<file path="config.mk">
export PLATFORM = sky130hd
export DESIGN_NAME = calc_result_serializer
export DESIGN_NICKNAME = d
export VERILOG_FILES = /design/src/rtl/calc_pkg.sv /design/src/rtl/calc_ser_chksum.sv /design/src/rtl/calc_result_serializer.sv
export SDC_FILE = /design/constraint.sdc
export NUM_CORES = 1
export LEC_CHECK = 0
export BUFFER_PORTS_ARGS = -buffer_cell sky130_fd_sc_hd__buf_2
export CORE_ASPECT_RATIO = 0.7
export CORE_MARGIN = 2
export CORE_UTILIZATION = 30
export DETAILED_ROUTE_END_ITERATION = 10
export MAX_ROUTING_LAYER = met4
export PLACE_DENSITY = 0.56
export SYNTH_ARGS = -nofsm -noshare
export SYNTH_HDL_FRONTEND = slang
export SYNTH_SLANG_ARGS = --single-unit
</file>
<file path="constraint.sdc">
create_clock -name clk -period 3.6 [get_ports clk]
set_input_delay 0 -clock clk [delete_from_list [all_inputs] [get_ports clk]]
set_output_delay 0 -clock clk [all_outputs]
set_load 0.02 [all_outputs]
</file>
<file path="src/rtl/calc_pkg.sv">
// calc_pkg: shared constants and state type for the calc result serializer.
// LAST beat index depends on CALC_SER_CHKSUM_EN (adds the XOR checksum beat).
package calc_pkg;
  localparam int NUM_RESULTS = 6;
  localparam int IDX_W = 3;
  localparam logic [IDX_W-1:0] IDX_S1 = 3'd0;
  localparam logic [IDX_W-1:0] IDX_S2 = 3'd1;
  localparam logic [IDX_W-1:0] IDX_S3 = 3'd2;
  localparam logic [IDX_W-1:0] IDX_S4 = 3'd3;
  localparam logic [IDX_W-1:0] IDX_S5 = 3'd4;
  localparam logic [IDX_W-1:0] IDX_S6 = 3'd5;
  localparam logic [IDX_W-1:0] IDX_CHK = 3'd6;
`ifdef CALC_SER_CHKSUM_EN
  localparam logic [IDX_W-1:0] IDX_LAST = IDX_CHK;
`else
  localparam logic [IDX_W-1:0] IDX_LAST = IDX_S6;
`endif
  typedef enum logic {IDLE, SEND} state_t;
endpackage

</file>
<file path="src/rtl/calc_ser_chksum.sv">
// calc_ser_chksum: BW-bit XOR reduction of the six captured result words.
module calc_ser_chksum
  import calc_pkg::*;
#(
  parameter int BW = 8
) (
  input  logic [NUM_RESULTS*BW-1:0] words,
  output logic [BW-1:0]             chk
);
  always_comb begin
    chk = '0;
    for (int i = 0; i < NUM_RESULTS; i++) chk = chk ^ words[i*BW +: BW];
  end
endmodule

</file>
<file path="src/rtl/calc_result_serializer.sv">
// calc_result_serializer: captures a six-word result bundle and streams it one word per beat.
// Define CALC_SER_CHKSUM_EN to append a seventh XOR-checksum beat (idx 6).
module calc_result_serializer
  import calc_pkg::*;
#(
  parameter int BW    = 8,
  parameter int CNT_W = 16
) (
  input  logic                      clk,
  input  logic                      rst,
  input  logic                      in_valid,
  output logic                      in_ready,
  input  logic [NUM_RESULTS*BW-1:0] in_bus,
  input  logic                      in_div0,
  output logic                      out_valid,
  input  logic                      out_ready,
  output logic [BW-1:0]             out_data,
  output logic [IDX_W-1:0]          out_idx,
  output logic                      out_last,
  output logic                      out_err,
  output logic [CNT_W-1:0]          bundle_cnt
);
  state_t                    state_q, state_d;
  logic [IDX_W-1:0]          idx_q, idx_d;
  logic [NUM_RESULTS*BW-1:0] bus_q, bus_d;
  logic                      div0_q, div0_d;
  logic [CNT_W-1:0]          cnt_q, cnt_d;
  logic                      send, at_last, beat, capture;
  logic [BW-1:0]             word;
  assign send    = state_q == SEND;
  assign at_last = send && idx_q == IDX_LAST;
  assign beat    = send && out_ready;
  // A new bundle may only enter when the last beat of the current one leaves.
  assign in_ready = !rst && (!send || (at_last && out_ready));
  assign capture  = in_valid && in_ready;
  always_ff @(posedge clk) begin
    if (rst) begin
      state_q <= IDLE;
      idx_q   <= '0;
      bus_q   <= '0;
      div0_q  <= 1'b0;
      cnt_q   <= '0;
    end else begin
      state_q <= state_d;
      idx_q   <= idx_d;
      bus_q   <= bus_d;
      div0_q  <= div0_d;
      cnt_q   <= cnt_d;
    end
  end
  always_comb begin
    state_d = capture ? SEND : (beat && at_last) ? IDLE : state_q;
  end
  always_comb begin
    bus_d  = capture ? in_bus : bus_q;
    div0_d = capture ? in_div0 : div0_q;
    idx_d  = capture ? '0 : (beat && !at_last) ? idx_q + 1'b1 : idx_q;
    cnt_d  = (beat && at_last) ? cnt_q + 1'b1 : cnt_q;
  end
`ifdef CALC_SER_CHKSUM_EN
  logic [BW-1:0] chk;
  calc_ser_chksum #(.BW(BW)) u_chksum (.words(bus_q), .chk(chk));
`endif
  always_comb begin
    word = '0;
    for (int i = 0; i < NUM_RESULTS; i++)
      if (idx_q == i[IDX_W-1:0]) word = bus_q[i*BW +: BW];
`ifdef CALC_SER_CHKSUM_EN
    if (idx_q == IDX_CHK) word = chk;
`endif
  end
  always_comb begin
    out_valid  = send;
    out_data   = send ? word : '0;
    out_idx    = send ? idx_q : '0;
    out_last   = at_last;
    out_err    = send && idx_q == IDX_S3 && div0_q;
    bundle_cnt = cnt_q;
  end
endmodule

</file>
# Word level (Yosys, flattened, before mapping)
# Index checks and enable logic that the tools add are counted.
# op_classes
muxes	10
n_addsub	2
eq_ne	5
reduce_logical	16
# op_table
operator	count
$mux 8	7
$add 16x1->16 const B	1
$logic_and 1x1->1	9
$eq 3x2->1 const B	2
$eq 3x3->1 const B	2
$add 3x1->3 const B	1
$eq 3x1->1 const B	1
$logic_not 1->1	3
$logic_not 3->1	1
$mux 3	1
$mux 1	2
$reduce_bool 2->1	1
$reduce_or 2->1	1
$logic_or 1x1->1	1
# totals
out_inout_bits	31
register_bits	69
word_cells	38

# Logic depth before layout (Yosys ltp)
# Gate-level depths: netlist of the first run.
# depth
ltp_word	8
ltp_mapped	9

# Least setup slack after synthesis of the first run
# No wires, ideal clock.
# synth_path
path_type	register to output
startpoint	register idx_q[2]
endpoint	output out_data[6]
path_stages_with_launch	10
slack_ps	1521
n_path_buf	3
arrival_ps	2079
path_cell_list	dfxtp_1 > clkbuf_2 > clkbuf_1 > inv_1 > ha_1 > clkbuf_1 > nor2_1 > o211ai_1 > a221oi_1 > nor2_1
# synth_via
elab_chain_len	8
# synth_rtl
element	line_no	text
start: declaration	calc_result_serializer.sv:24	logic [IDX_W-1:0] idx_q, idx_d;
start signal: assignment	calc_result_serializer.sv:45	idx_q <= idx_d;
$logic_not 3->1	calc_result_serializer.sv:67	if (idx_q == i[IDX_W-1:0]) word = bus_q[i*BW +: BW];
$mux 8 (5 in series)	calc_result_serializer.sv:67	
$mux 8 *	calc_result_serializer.sv:67	
$mux 8 *	calc_result_serializer.sv:74	out_data = send ? word : '0;
end: declaration	calc_result_serializer.sv:17	output logic [BW-1:0] out_data,
# Every way passes the cells marked *; elsewhere a longest branch is shown, timed or not.

# Worst setup path in the final report of the first run
# layout_path
startpoint	register idx_q[2]
endpoint	output out_data[5]
# The elaborated chain is that of the path after synthesis.

==> flow_summary.ini, run 1 <==
[power]
p_leak_nw = 1.83
switching_share_pct = 23.9
intPower_w = 0.00142
power_frac_comb_pct = 11.9
powerDensity_nw_per_um2 = 407
pwr-share-seq_pct = 44.4
ir_drop_mv = 0.213
p_sw_w = 0.000446
clkPwrFrac_pct = 43.7

[clock_tree]
cts-root-buf = clkbuf_16
h-tree-depth = 3
cts_resized = 0
insertion_delay_ps = 340
clock-sinks = 69
cts_buffer_depth = 2
cts_tree = done
clk_pin_slew_ps = 50
cts_made_buffers = 9
postCtsSetupBuffers = 0

[sta]
final.setup_skew_ps = 4.25
tns_ps = 0
fin_ws_ps = 984
hold_viol = 0
worstMarginPinSlew_ps = 646
fmax_mhz = 382
fin_crit_ps = 2620
setup_viol = 0
min_period_over_period_pct = 72.7
slew_headroom_pct = 56.9
rsz0062_at_grt = false
slew_violations = 0

[detailed_routing]
via_count = 3166
routed_wirelength_um = 9480
wl_per_cell_um = 13.9
ant_nets = 0
drc = 0
via_per_inst = 4.65
first_pass_iters = 4
drt_iter0_markers = 185

[global_routing]
grt_pass1_wl_um = 15100
antenna_found_initial = 0
first_global_vias = 3042
grt.total_usage_pct = 17.0
grt_max_degree = 102
use_met3_pct = 5.60
busiest_layer = met2
use_met1_pct = 23.2
grt_util_met2_pct = 24.2
grt_overflow = 0

[yosys]
syn_inst = 411
netlist_area_sq_um = 3290
ys_ff_latch = 69
syn_area_per_cell_sq_um = 8.01
ys.warnings.count = 0
synth_ff_type = dfxtp_1
yosys.area.top_type = dfxtp_1
yosysUniqueCellTypes = 35
synth-edff-count = 0
synth_top_area_share_pct = 42.0
ys_seq_area_share_pct = 42.0
syn_nets = 470
async_flop_share_pct = 0
synth_top_cells_by_area = dfxtp_1 (42%), o21ai_0 (8.5%), nand2b_1 (8.0%), nand2_1 (7.9%), ha_1 (2.3%)

[place]
hpwl_um = 6270
portBuffers = 83
pre_cts_ws_ps = 1170
gp_congestion = 0.823

[worst_setup_path]
cp_cell_sequence = buf_4 -> inv_1 -> ha_1 -> nor2_1 -> o211ai_1 -> a221oi_1 -> nor2_1 -> buf_2
cp_slowest_cell = nor2_1
critPathArrivalTime_ps = 2620
end_kind = output port
start_kind = flop
crit_required_ps = 3600
cpMostUsedCell = nor2_1
crit_fanout = 18
cp_num_buf_inv = 3
path_class = reg -> out
cpPeakStageDelay_ps = 510
critical_path.top_delay_family = simple AND/OR/NAND/NOR gates

[finish]
final_nets = 587
drive_gt1_share_pct = 19.1
layout_common_cells = buf_2 (83), nand2_1 (69), dfxtp_1 (69)
fillCellCount = 1062
final_common_cell = buf_2
diodes = 0
syn_to_final_growth_pct = 39.2

[run_status]
outcome = complete, no violations

[die]
start_util_pct = 31.3
die_y_um = 91.6
ios = 84
core_area_sq_um = 10500
rows = 31
dieArea_sq_um = 11800
fp.dieW_um = 129

[hold_path]
hold_path.class = in -> reg

[flow_run]
drv_cap = 0
[per-stage QoR]
step,cells,hold WS (ps),util (%),total power (W),area [sq um]
4_1_cts,681,112,43.6,0.00189,4580
5_1_grt,681,154,43.6,0.00195,4580
2_1_floorplan,411,108,-,0.000951,3290
3_3_place_gp,615,194,36.2,0.00102,3810
3_5_place_dp,615,203,36.2,0.00102,3810
6_report,681,125,43.6,0.00187,4580
[cells by family (layout without fill, tap and decap cells)]
group           Yosys count  count (layout)  share of synthesized area, %
mux                       2               2                         0.608
fa+ha+maj                 6               6                          2.28
compound gates          101             101                          18.7
xor+xnor                  8               8                          2.13
simple gates            180             180                          28.5
buf+inv                  45             167                          5.82
flops                    69              69                          42.0
[area by class of cell]
cell class	instances	area [sq um]	area share (%)
well taps	148	185	4.04
clock inverters	1	5.00	0.109
clock buffers	15	268	5.85
inverters	14	52.6	1.15
repair buffers	137	958	20.9
flip-flops and latches	69	1380	30.2
multi-input cells	297	1730	37.8
[power groups by stage]
stage | combinational [W] | clock, W | sequential (W)
finish | 0.000221 | 0.000816 | 0.000829
global route | 0.000246 | 0.000875 | 0.000832
CTS | 0.000222 | 0.000839 | 0.000828
detailed placement | 0.000178 | 0 | 0.000844
global placement | 0.000176 | 0 | 0.000844
floorplan | 0.000113 | 0 | 0.000838
[registers in the layout, indices dropped and copies added (netlist names)]
signal and cells:
bus_q 48, idx_q 3, bundle_cnt 16, out_valid 1, div0_q 1
[worst reg2reg max path: cells and delay by family, from the launching register on]
family,cells,cell delay (ps)
adder cells (fa/ha/maj),1,570
AO/OA/AOI/OAI,1,150
flip-flops,1,350
AND/OR/NAND/NOR,3,1230
buffers and inverters,1,100
[what timing repair did]
action	in CTS	in global routing
hold endpoints to repair	50	0
endpoints found under the setup margin	0	0
hold buffers	50	0
[worst paths after layout]
| path | endpoint | depth (start not counted) | from | slack, ps |
|---|---|---|---|---|
| hold / removal | out_valid | 4 | out_ready | 120 |
| hold reg to reg | bus_q[42] | 2 | bus_q[42] | 470 |
| setup reg to reg | bundle_cnt[14] | 6 | idx_q[1] | 1140 |
| setup / recovery | out_data[5] | 8 | idx_q[2] | 980 |
[synth_stat cells (2+ instances only)]
cell and instances:
nand2_1 69, and2_1 6, and4_1 4, clkbuf_2 2
nor2b_1 8, nor3b_1 8, ha_1 6, and3_1 3
nand3_1 6, xnor2_1 3, nand2b_1 42, a221oi_1 8
buf_2 7, o21ai_0 56, a21oi_1 10, o31ai_1 9
or3_1 7, nor2_1 19, o32ai_1 8, dfxtp_1 69
o211ai_1 8, inv_1 14, nand4_1 3, xor2_1 5
mux2i_1 2, clkbuf_1 19, nor3_1 2
[layer usage]
metal	wire length [um]	vias up
met1	4810	1453
met2	4020	64
li1	-	1643
met4	104	0
met5	0	-
met3	550	6
Power figures use the tool's default switching activity.
==> run 2: changes to the inputs <==
--- a/config.mk
+++ b/config.mk
@@ -11,7 +11,7 @@
 export CORE_UTILIZATION = 30
 export DETAILED_ROUTE_END_ITERATION = 10
 export MAX_ROUTING_LAYER = met4
-export PLACE_DENSITY = 0.56
+export PLACE_DENSITY = 0.58
 export SYNTH_ARGS = -nofsm -noshare
 export SYNTH_HDL_FRONTEND = slang
 export SYNTH_SLANG_ARGS = --single-unit
==> constraint.sdc (replaced) <==
create_clock -name clk -period 2.35 [get_ports clk]
set_input_delay 0 -clock clk [delete_from_list [all_inputs] [get_ports clk]]
set_output_delay 0 -clock clk [all_outputs]
set_load 0.02 [all_outputs]
==> flow_summary.ini, run 2 (synthesis gave the netlist of run 1 again) <==
[global_routing]
use_met1_pct = 25.1
busiest_layer = met1
grt_overflow = 0
use_met3_pct = 4.32
grt_pass1_wl_um = 15200
antenna_found_initial = 0
grt.total_usage_pct = 17.0
first_global_vias = 2970
grt_max_degree = 71
grt_util_met2_pct = 22.7

[detailed_routing]
ant_nets = 0
drc = 0
via_count = 3182
first_pass_iters = 4
via_per_inst = 4.64
drt_iter0_markers = 231
routed_wirelength_um = 9500
wl_per_cell_um = 13.8

[sta]
final.setup_skew_ps = 5.92
fin_crit_ps = 2180
setup_viol = 0
slew_headroom_pct = 59.2
rsz0062_at_grt = false
worstMarginPinSlew_ps = 613
min_period_over_period_pct = 92.8
timing.hold.ws_ps = 33.0
tns_ps = 0
fmax_mhz = 459
fin_ws_ps = 169
hold_viol = 0
slew_violations = 0

[clock_tree]
cts_made_buffers = 9
cts_tree = done
cts-root-buf = clkbuf_16
cts_buffer_depth = 2
insertion_delay_ps = 330
h-tree-depth = 3
clock-sinks = 69
clk_pin_slew_ps = 60

[worst_setup_path]
critPathArrivalTime_ps = 2180
crit_fanout = 10
end_kind = output port
start_kind = flop
crit_required_ps = 2350
path_class = reg -> out

[place]
place_area_sq_um = 3860
pre_cts_ws_ps = 299
gp_congestion = 0.896
hpwl_um = 6620
portBuffers = 83
placedCellCount = 620

[finish]
layout_common_cells = buf_2 (83), nand2_1 (69), dfxtp_1 (69)
design_area_sq_um = 4670
fin_cells = 686
diodes = 0
final_common_cell = buf_2
final_nets = 592
top_register = bus_q
drive_gt1_share_pct = 20.8
fillCellCount = 1047
syn_to_final_growth_pct = 41.9
largest_register_ffs = 48

[die]
ios = 84
core_area_sq_um = 10500
dieArea_sq_um = 11800
fp.dieW_um = 129
die_y_um = 91.6
rows = 31
start_util_pct = 31.3

[run_status]
outcome = complete, no violations

[flow_run]
drv_cap = 0

[power]
powerDensity_nw_per_um2 = 631
ir_drop_mv = 0.316
p_leak_nw = 1.86

[hold_path]
hold_path.class = in -> reg
[run 2: cell types whose count changed in the layout (fill, tap and decap cells not counted), sizes merged]
cell	before	now
buf	87	92
bufinv	0	1
clkbuf	15	12
clkinvlp	0	1
clkinv	1	2
[run 2: layer usage]
layer	wire length, um	part of all wire, %
met1	5000	53
met5	0	0
met4	42	0.44
met2	3830	40
met3	623	6.6
[run 2: final timing paths]
kind,start,to,slack [ps],depth (start not counted)
max,idx_q[0],out_data[6],170,7
min,rst,div0_q,30,4
max reg2reg,idx_q[1],bundle_cnt[15],380,6
min reg2reg,bus_q[40],bus_q[40],470,2
[run 2: timing repair]
item                                    in CTS  in global routing
endpoints found under the setup margin       5                  6
gates resized for setup                      2                  2
hold endpoints to repair                    50                  0
setup buffers                                0                  0
hold buffers                                50                  0
[run 2: power by group]
part / switching [W] / leakage, nW / total (W) / internal [W]
sequential: 0.0000386 / 0.565 / 0.00127 / 0.00123
combinational: 0.000170 / 1.16 / 0.000347 / 0.000177
clock: 0.000482 / 0.143 / 0.00133 / 0.000846
total: 0.000690 / 1.86 / 0.00295 / 0.00226
[run 2: area by class of cell]
class                      instances  area [sq um]  area share, %
multi-input combinational        297          1750           37.4
clock buffer                      12           246           5.28
sequential                        69          1380           29.6
clock inverter                     4          47.5           1.02
inverter                          14          52.6           1.13
tap                              148           185           3.97
timing repair buffer             142          1010           21.6
[run 2: worst max-delay path, cell delays in order, from the launching register on]
cell and delay [ps]:
dfxtp_1 400, inv_1 110, ha_1 310, nor3b_1 180
o32ai_1 310, a221oi_1 140, nor2_1 200, buf_2 200
[run 2: per-stage QoR]
stage | total power (W) | utilization [%]
floorplan | 0.00146 | -
global placement | 0.00157 | 36.7
detailed placement | 0.00158 | 36.7
CTS | 0.00298 | 44.3
global route | 0.00308 | 44.4
finish | 0.00295 | 44.4
